<file path="src/rtl/branch_predictor_pkg.sv">
// Shared encodings and defaults for the 2-bit bimodal branch predictor.
package branch_predictor_pkg;

    localparam int unsigned DEFAULT_ENTRIES = 64;
    localparam int unsigned DEFAULT_PC_W    = 32;

    // 2-bit saturating counter encodings
    typedef enum logic [1:0] {
        CTR_SNT = 2'b00,
        CTR_WNT = 2'b01,
        CTR_WT  = 2'b10,
        CTR_ST  = 2'b11
    } ctr_e;

    // Table initialisation / operating states
    typedef enum logic {
        ST_INIT = 1'b0,
        ST_RUN  = 1'b1
    } state_e;

    // Predicted direction carried by a counter value
    function automatic logic ctr_taken(input logic [1:0] cnt);
        return cnt[1];
    endfunction

endpackage

</file>
<file path="src/rtl/branch_predictor_if.sv">
// Fetch lookup / execute update bus of the branch predictor.
interface branch_predictor_if #(
    parameter int unsigned PC_W = branch_predictor_pkg::DEFAULT_PC_W
);
    logic            ready;
    logic            lk_valid;
    logic [PC_W-1:0] lk_pc;
    logic            pred_valid;
    logic            pred_taken;
    logic [PC_W-1:0] pred_target;
    logic            up_valid;
    logic [PC_W-1:0] up_pc;
    logic            up_taken;
    logic [PC_W-1:0] up_target;

    modport master (
        input  ready, pred_valid, pred_taken, pred_target,
        output lk_valid, lk_pc, up_valid, up_pc, up_taken, up_target
    );

    modport slave (
        output ready, pred_valid, pred_taken, pred_target,
        input  lk_valid, lk_pc, up_valid, up_pc, up_taken, up_target
    );
endinterface

</file>
<file path="src/rtl/branch_predictor_sat_counter2.sv">
// Next-value logic of a 2-bit saturating counter.
module sat_counter2
    import branch_predictor_pkg::*;
(
    input  logic [1:0] cnt_i,
    input  logic       taken_i,
    output logic [1:0] cnt_nxt_c_o
);

    // Count towards the resolved direction, holding at either end
    always_comb begin
        cnt_nxt_c_o = cnt_i;
        if (taken_i) begin
            if (cnt_i != CTR_ST) cnt_nxt_c_o = cnt_i + 2'd1;
        end else begin
            if (cnt_i != CTR_SNT) cnt_nxt_c_o = cnt_i - 2'd1;
        end
    end

endmodule

</file>
<file path="src/rtl/branch_predictor.sv">
// Bimodal branch predictor: table of 2-bit counters indexed by pc[log2(ENTRIES)+1:2],
// swept to weak-not-taken after reset, 1-cycle lookup with update bypass.
// Optional BTB (valid/tag/target per entry) enabled by BRANCH_PREDICTOR_BTB_EN.
module branch_predictor
    import branch_predictor_pkg::*;
#(
    parameter int unsigned ENTRIES = DEFAULT_ENTRIES,
    parameter int unsigned PC_W    = DEFAULT_PC_W
) (
    input  logic              clk,
    input  logic              rst,
    branch_predictor_if.slave bp
);

    localparam int unsigned IDX_W = $clog2(ENTRIES);

    state_e            state_q;
    logic [IDX_W-1:0]  sweep_q;
    logic              ready_q;
    logic              pred_valid_q;
    logic              pred_taken_q;
    logic [PC_W-1:0]   pred_target_q;

    logic [1:0]        cnt_q [ENTRIES];

    logic [IDX_W-1:0]  lk_idx;
    logic [IDX_W-1:0]  up_idx;
    logic              lk_fire;
    logic              up_fire;
    logic              same_idx;
    logic [1:0]        up_cnt;
    logic [1:0]        up_cnt_nxt;
    logic [1:0]        lk_cnt;
    logic              lk_taken_c;
    logic [PC_W-1:0]   lk_target_c;

    assign lk_idx   = bp.lk_pc[IDX_W+1:2];
    assign up_idx   = bp.up_pc[IDX_W+1:2];
    assign lk_fire  = bp.lk_valid & ready_q;
    assign up_fire  = bp.up_valid & ready_q;
    assign same_idx = (lk_idx == up_idx);

    assign up_cnt = cnt_q[up_idx];

    sat_counter2 u_sat (
        .cnt_i       (up_cnt),
        .taken_i     (bp.up_taken),
        .cnt_nxt_c_o (up_cnt_nxt)
    );

    // Lookup sees the post-update counter when both hit the same entry
    assign lk_cnt = (up_fire && same_idx) ? up_cnt_nxt : cnt_q[lk_idx];

`ifdef BRANCH_PREDICTOR_BTB_EN
    localparam int unsigned TAG_W = PC_W - IDX_W - 2;

    logic              btb_v_q   [ENTRIES];
    logic [TAG_W-1:0]  btb_tag_q [ENTRIES];
    logic [PC_W-1:0]   btb_tgt_q [ENTRIES];

    logic              btb_wr;
    logic              btb_byp;
    logic [TAG_W-1:0]  lk_tag;
    logic [TAG_W-1:0]  up_tag;
    logic              lk_v;
    logic [TAG_W-1:0]  lk_tag_st;
    logic              unused_pc_lsb;

    assign lk_tag  = bp.lk_pc[PC_W-1:IDX_W+2];
    assign up_tag  = bp.up_pc[PC_W-1:IDX_W+2];
    assign btb_wr  = up_fire & bp.up_taken;
    assign btb_byp = btb_wr & same_idx;

    assign lk_v        = btb_byp ? 1'b1      : btb_v_q[lk_idx];
    assign lk_tag_st   = btb_byp ? up_tag    : btb_tag_q[lk_idx];
    assign lk_target_c = btb_byp ? bp.up_target : btb_tgt_q[lk_idx];
    assign lk_taken_c  = ctr_taken(lk_cnt) & lk_v & (lk_tag_st == lk_tag);

    assign unused_pc_lsb = ^{bp.lk_pc[1:0], bp.up_pc[1:0]};

    // BTB storage: cleared by the sweep, written by taken updates
    always_ff @(posedge clk) begin
        if (!rst) begin
            if (state_q == ST_INIT) begin
                btb_v_q[sweep_q]   <= 1'b0;
                btb_tag_q[sweep_q] <= '0;
                btb_tgt_q[sweep_q] <= '0;
            end else if (btb_wr) begin
                btb_v_q[up_idx]   <= 1'b1;
                btb_tag_q[up_idx] <= up_tag;
                btb_tgt_q[up_idx] <= bp.up_target;
            end
        end
    end
`else
    logic unused_pc;

    assign lk_taken_c  = ctr_taken(lk_cnt);
    assign lk_target_c = '0;
    assign unused_pc   = ^{bp.lk_pc[1:0], bp.up_pc[1:0],
                           bp.lk_pc[PC_W-1:IDX_W+2], bp.up_pc[PC_W-1:IDX_W+2],
                           bp.up_target};
`endif

    // Counter table: sweep writes weak-not-taken, then resolved updates
    always_ff @(posedge clk) begin
        if (!rst) begin
            if (state_q == ST_INIT) begin
                cnt_q[sweep_q] <= CTR_WNT;
            end else if (up_fire) begin
                cnt_q[up_idx] <= up_cnt_nxt;
            end
        end
    end

    // INIT/RUN control and registered prediction outputs
    always_ff @(posedge clk) begin
        if (rst) begin
            state_q       <= ST_INIT;
            sweep_q       <= '0;
            ready_q       <= 1'b0;
            pred_valid_q  <= 1'b0;
            pred_taken_q  <= 1'b0;
            pred_target_q <= '0;
        end else begin
            if (state_q == ST_INIT) begin
                sweep_q <= sweep_q + IDX_W'(1);
                if (sweep_q == IDX_W'(ENTRIES - 1)) begin
                    state_q <= ST_RUN;
                    ready_q <= 1'b1;
                end
            end
            pred_valid_q  <= lk_fire;
            pred_taken_q  <= lk_fire & lk_taken_c;
            pred_target_q <= lk_fire ? lk_target_c : '0;
        end
    end

    assign bp.ready       = ready_q;
    assign bp.pred_valid  = pred_valid_q;
    assign bp.pred_taken  = pred_taken_q;
    assign bp.pred_target = pred_target_q;

endmodule

</file>
<file path="src/flat_wrapper.sv">
// flat-port wrapper written by rule: the top's interface ports become plain ports
module branch_predictor_flat import branch_predictor_pkg::*;
#(
    parameter int unsigned ENTRIES = DEFAULT_ENTRIES,
    parameter int unsigned PC_W    = DEFAULT_PC_W
)
  (clk, rst, bp_ready, bp_pred_valid, bp_pred_taken, bp_pred_target, bp_lk_valid, bp_lk_pc, bp_up_valid, bp_up_pc, bp_up_taken, bp_up_target);
  branch_predictor_if #(.PC_W(PC_W)) bp_i ();
  input  logic clk;
  input  logic rst;
  output wire logic [$bits(bp_i.ready)-1:0] bp_ready;
  output wire logic [$bits(bp_i.pred_valid)-1:0] bp_pred_valid;
  output wire logic [$bits(bp_i.pred_taken)-1:0] bp_pred_taken;
  output wire logic [$bits(bp_i.pred_target)-1:0] bp_pred_target;
  input wire logic [$bits(bp_i.lk_valid)-1:0] bp_lk_valid;
  input wire logic [$bits(bp_i.lk_pc)-1:0] bp_lk_pc;
  input wire logic [$bits(bp_i.up_valid)-1:0] bp_up_valid;
  input wire logic [$bits(bp_i.up_pc)-1:0] bp_up_pc;
  input wire logic [$bits(bp_i.up_taken)-1:0] bp_up_taken;
  input wire logic [$bits(bp_i.up_target)-1:0] bp_up_target;
  assign bp_ready = bp_i.ready;
  assign bp_pred_valid = bp_i.pred_valid;
  assign bp_pred_taken = bp_i.pred_taken;
  assign bp_pred_target = bp_i.pred_target;
  assign bp_i.lk_valid = bp_lk_valid;
  assign bp_i.lk_pc = bp_lk_pc;
  assign bp_i.up_valid = bp_up_valid;
  assign bp_i.up_pc = bp_up_pc;
  assign bp_i.up_taken = bp_up_taken;
  assign bp_i.up_target = bp_up_target;
  branch_predictor #(.ENTRIES(ENTRIES), .PC_W(PC_W)) u_core (.clk(clk), .rst(rst), .bp(bp_i));
endmodule
</file>
<file path="config.mk">
export PLATFORM = sky130hd
export DESIGN_NAME = branch_predictor_flat
export DESIGN_NICKNAME = d
export VERILOG_FILES = /design/src/rtl/branch_predictor_pkg.sv /design/src/rtl/branch_predictor_if.sv /design/src/rtl/branch_predictor_sat_counter2.sv /design/src/rtl/branch_predictor.sv /design/src/flat_wrapper.sv
export SDC_FILE = /design/constraint.sdc
export NUM_CORES = 1
export LEC_CHECK = 0
export BUFFER_PORTS_ARGS = -buffer_cell sky130_fd_sc_hd__buf_2
export CAP_MARGIN = 20
export CORE_MARGIN = 2
export CORE_UTILIZATION = 37
export CTS_CLUSTER_SIZE = 10
export DETAILED_ROUTE_END_ITERATION = 6
export GPL_TIMING_DRIVEN = 0
export SYNTH_ARGS = -nofsm -noshare
export SYNTH_HDL_FRONTEND = slang
export SYNTH_SLANG_ARGS = --single-unit
</file>
<file path="constraint.sdc">
create_clock -name clk -period 7.1 [get_ports clk]
set_input_delay 0 -clock clk [delete_from_list [all_inputs] [get_ports clk]]
set_output_delay 0 -clock clk [all_outputs]
set_load 0.01 [all_outputs]
</file>
==> metrics <==
TritonCTS Buffers=17; Post-synth ARST share=0; Die Area=19700 sq um; synthesis warning total=0; Synth Cell Area=6860 sq um; router iterations before antenna repair=5; initial core utilization=0.380; CP max-delay cell=dlygate4sd3_1; largest cells by area after synthesis=edfxtp_1, mux4_2, mux4_1; Die Span Y=140 um; Slew Viols, Final=0; post-synthesis sequential area ratio=0.589; CP Capture Type=flip-flop; n_diodes=0; Final ANT Viol Nets=0; most common cell after layout, fill and taps aside=edfxtp_1; total number of vias=4267; Boundary Pins=136; IO buf count=10; Worst Skew=0.00950 ns; power per cell area=227 nW/um^2; CTS tree=built; RSZ-0062 raised after global routing=false; die width=140 um; Worst Path Required=7.41 ns; Yosys reg bits=138; clock period minus final worst setup slack=2.67 ns; Final HPWL DP=11500 um; most frequent cells in the layout=edfxtp_1, nor2_1, mux4_2; leakage=2.66 nW; Worst EP arrival=2.98 ns; number of max-cap violations=0; Worst Path Buf+Inv=1; kind of start point of the critical path=flip-flop; average instance area after synthesis=14.6 sq um; final WL=16500 um; num rows=49; achievable clock frequency=375 MHz; Final nets=637; DR vias/cell=5.49; maximum clock path buffer count=2; Post-CTS Setup Bufs=0; peak supply drop=0.000116 V; worst hold path class=in2reg; relative slew slack=0.524; post-synth top area cell=edfxtp_1; clk slew on worst S/H paths=0.06 ns; crit path kind=reg2reg; critical path fanouts, max=3; GRT Util Overall=0.173; drt wl/cell=21.2 um; predominant post-synthesis flop cell=edfxtp_1; CP top delay family=compound AO/OA/AOI/OAI gates; crit path cell chain=mux4_2 > mux2i_1 > nand2_1 > o211ai_1 > o31ai_1 > a21oi_1 > o21ai_1 > dlygate4sd3_1; area delta synth->final=15.7%; antenna violations before repair=0; Hold Vio Cnt, Final=0; clock sink total=138; global-route wire length before repair=24900 um; Core ar.=18100 sq um; worst-margin pin slew=0.713 ns; Starting DRT DRC Count=411; htree depth=4; Post-synth EDFFs=128; # setup viols final=0; Post-Route Utilization=0.439; Final Cycle Share=0.375; area share of the largest cell type after synthesis=0.560; DRC=0; Netlist cell types=45; status=complete, no violations; vias in the first global route=4085; pin count of the biggest net entering global routing=57; RD Place Congestion=0.886; GRT overflow=0; post-synthesis cell count=470; Worst path max stage delay=0.57 ns; layout cells sized above 1=0.239; Fin Setup TNS=0 ns; clock latency on the worst-skew pair=0.42 ns; root buf cell=clkbuf_16
==> sequential cells by signal (all words and copies together), names as in the netlist <==
signal / flops
u_core.sweep_q: 6
u_core.bp.pred_taken: 1
u_core.cnt_q: 128
u_core.bp.pred_valid: 1
u_core.state_q: 1
u_core.bp.ready: 1
==> synth_stat cells (all sizes together) (6+ instances only) <==
cell type / count
edfxtp: 128
nor2: 83
o21ai: 10
o22ai: 6
buf: 47
nand2b: 8
mux2i: 14
nand3: 9
nand2: 33
dfxtp: 10
clkbuf: 11
xnor2: 6
mux4: 52
==> cell type report <==
cell class                 count  area (sq um)
inverter                       3          11.3
tap                          229           287
clock buffer                  19           433
buffer                        58           397
sequential                   138          4040
multi-input combinational    302          2540
fill                        1591         10100
timing repair buffer          15           128
clock inverter                13           104
==> power breakdown <==
| part | internal, W | switching, W |
|---|---|---|
| registers | 0.000879 | 0.00000299 |
| logic | 0.0000499 | 0.0000665 |
| clock network | 0.000476 | 0.000327 |
==> routing by layer <==
metal / share of wire / vias up / track usage
li1: - / 1881 / -
met1: 0.42 / 2138 / 0.226
met2: 0.48 / 217 / 0.276
met3: 0.082 / 31 / 0.0468
met4: 0.021 / 0 / 0.0680
met5: 0 / - / 0
==> through the flow <==
| step | cells | area, sq um | worst slack [ns] | power [W] | hold slack [ns] |
|---|---|---|---|---|---|
| after floorplan | 501 | 6980 | 3.71 | 0.000984 | 0.170 |
| after global placement | 740 | 7320 | 1.83 | 0.00101 | 0.357 |
| after detailed placement | 742 | 7370 | 4.20 | 0.00101 | 0.354 |
| after CTS | 777 | 7940 | 4.46 | 0.00181 | 0.0199 |
| after global routing | 777 | 7940 | 4.30 | 0.00186 | 0.0450 |
| final | 777 | 7940 | 4.43 | 0.00180 | 0.0337 |
==> final timing paths <==
| path | from | to | slack, ns | depth (start not counted) |
|---|---|---|---|---|
| setup / recovery | u_core.cnt_q[28][1]$_DFFE_PP_ | u_core.bp.pred_taken$_SDFF_PP0_ | 4.43 | 8 |
| hold reg to reg | u_core.sweep_q[1]$_SDFFE_PP0N_ | u_core.sweep_q[1]$_SDFFE_PP0N_ | 0.58 | 2 |
| setup reg to reg | u_core.cnt_q[28][1]$_DFFE_PP_ | u_core.bp.pred_taken$_SDFF_PP0_ | 4.43 | 8 |
| hold / removal | rst | u_core.bp.pred_valid$_SDFF_PP0_ | 0.03 | 2 |
==> cell families (layout without fill, tap and decap cells) <==
family                     count (synthesis)  after routing  synth area share
and+or+nand+nor                          155            155            0.0990
DFF                                      138            138             0.589
muxes                                     67             67             0.201
buffers and inverters                     61            108            0.0594
AOI/OAI and AO/OA                         35             35            0.0332
xor gates and xnor gates                  11             11            0.0140
adders and majority gates                  2              2           0.00328
other                                      1             32          0.000546
==> repair_timing <==
action	4_1_cts	5_1_grt
hold endpoints to repair	2	0
hold buffers	3	0
resized for setup	0	0
endpoints found under the setup margin	0	0
Note: power is estimated with default switching activity, not from simulation.
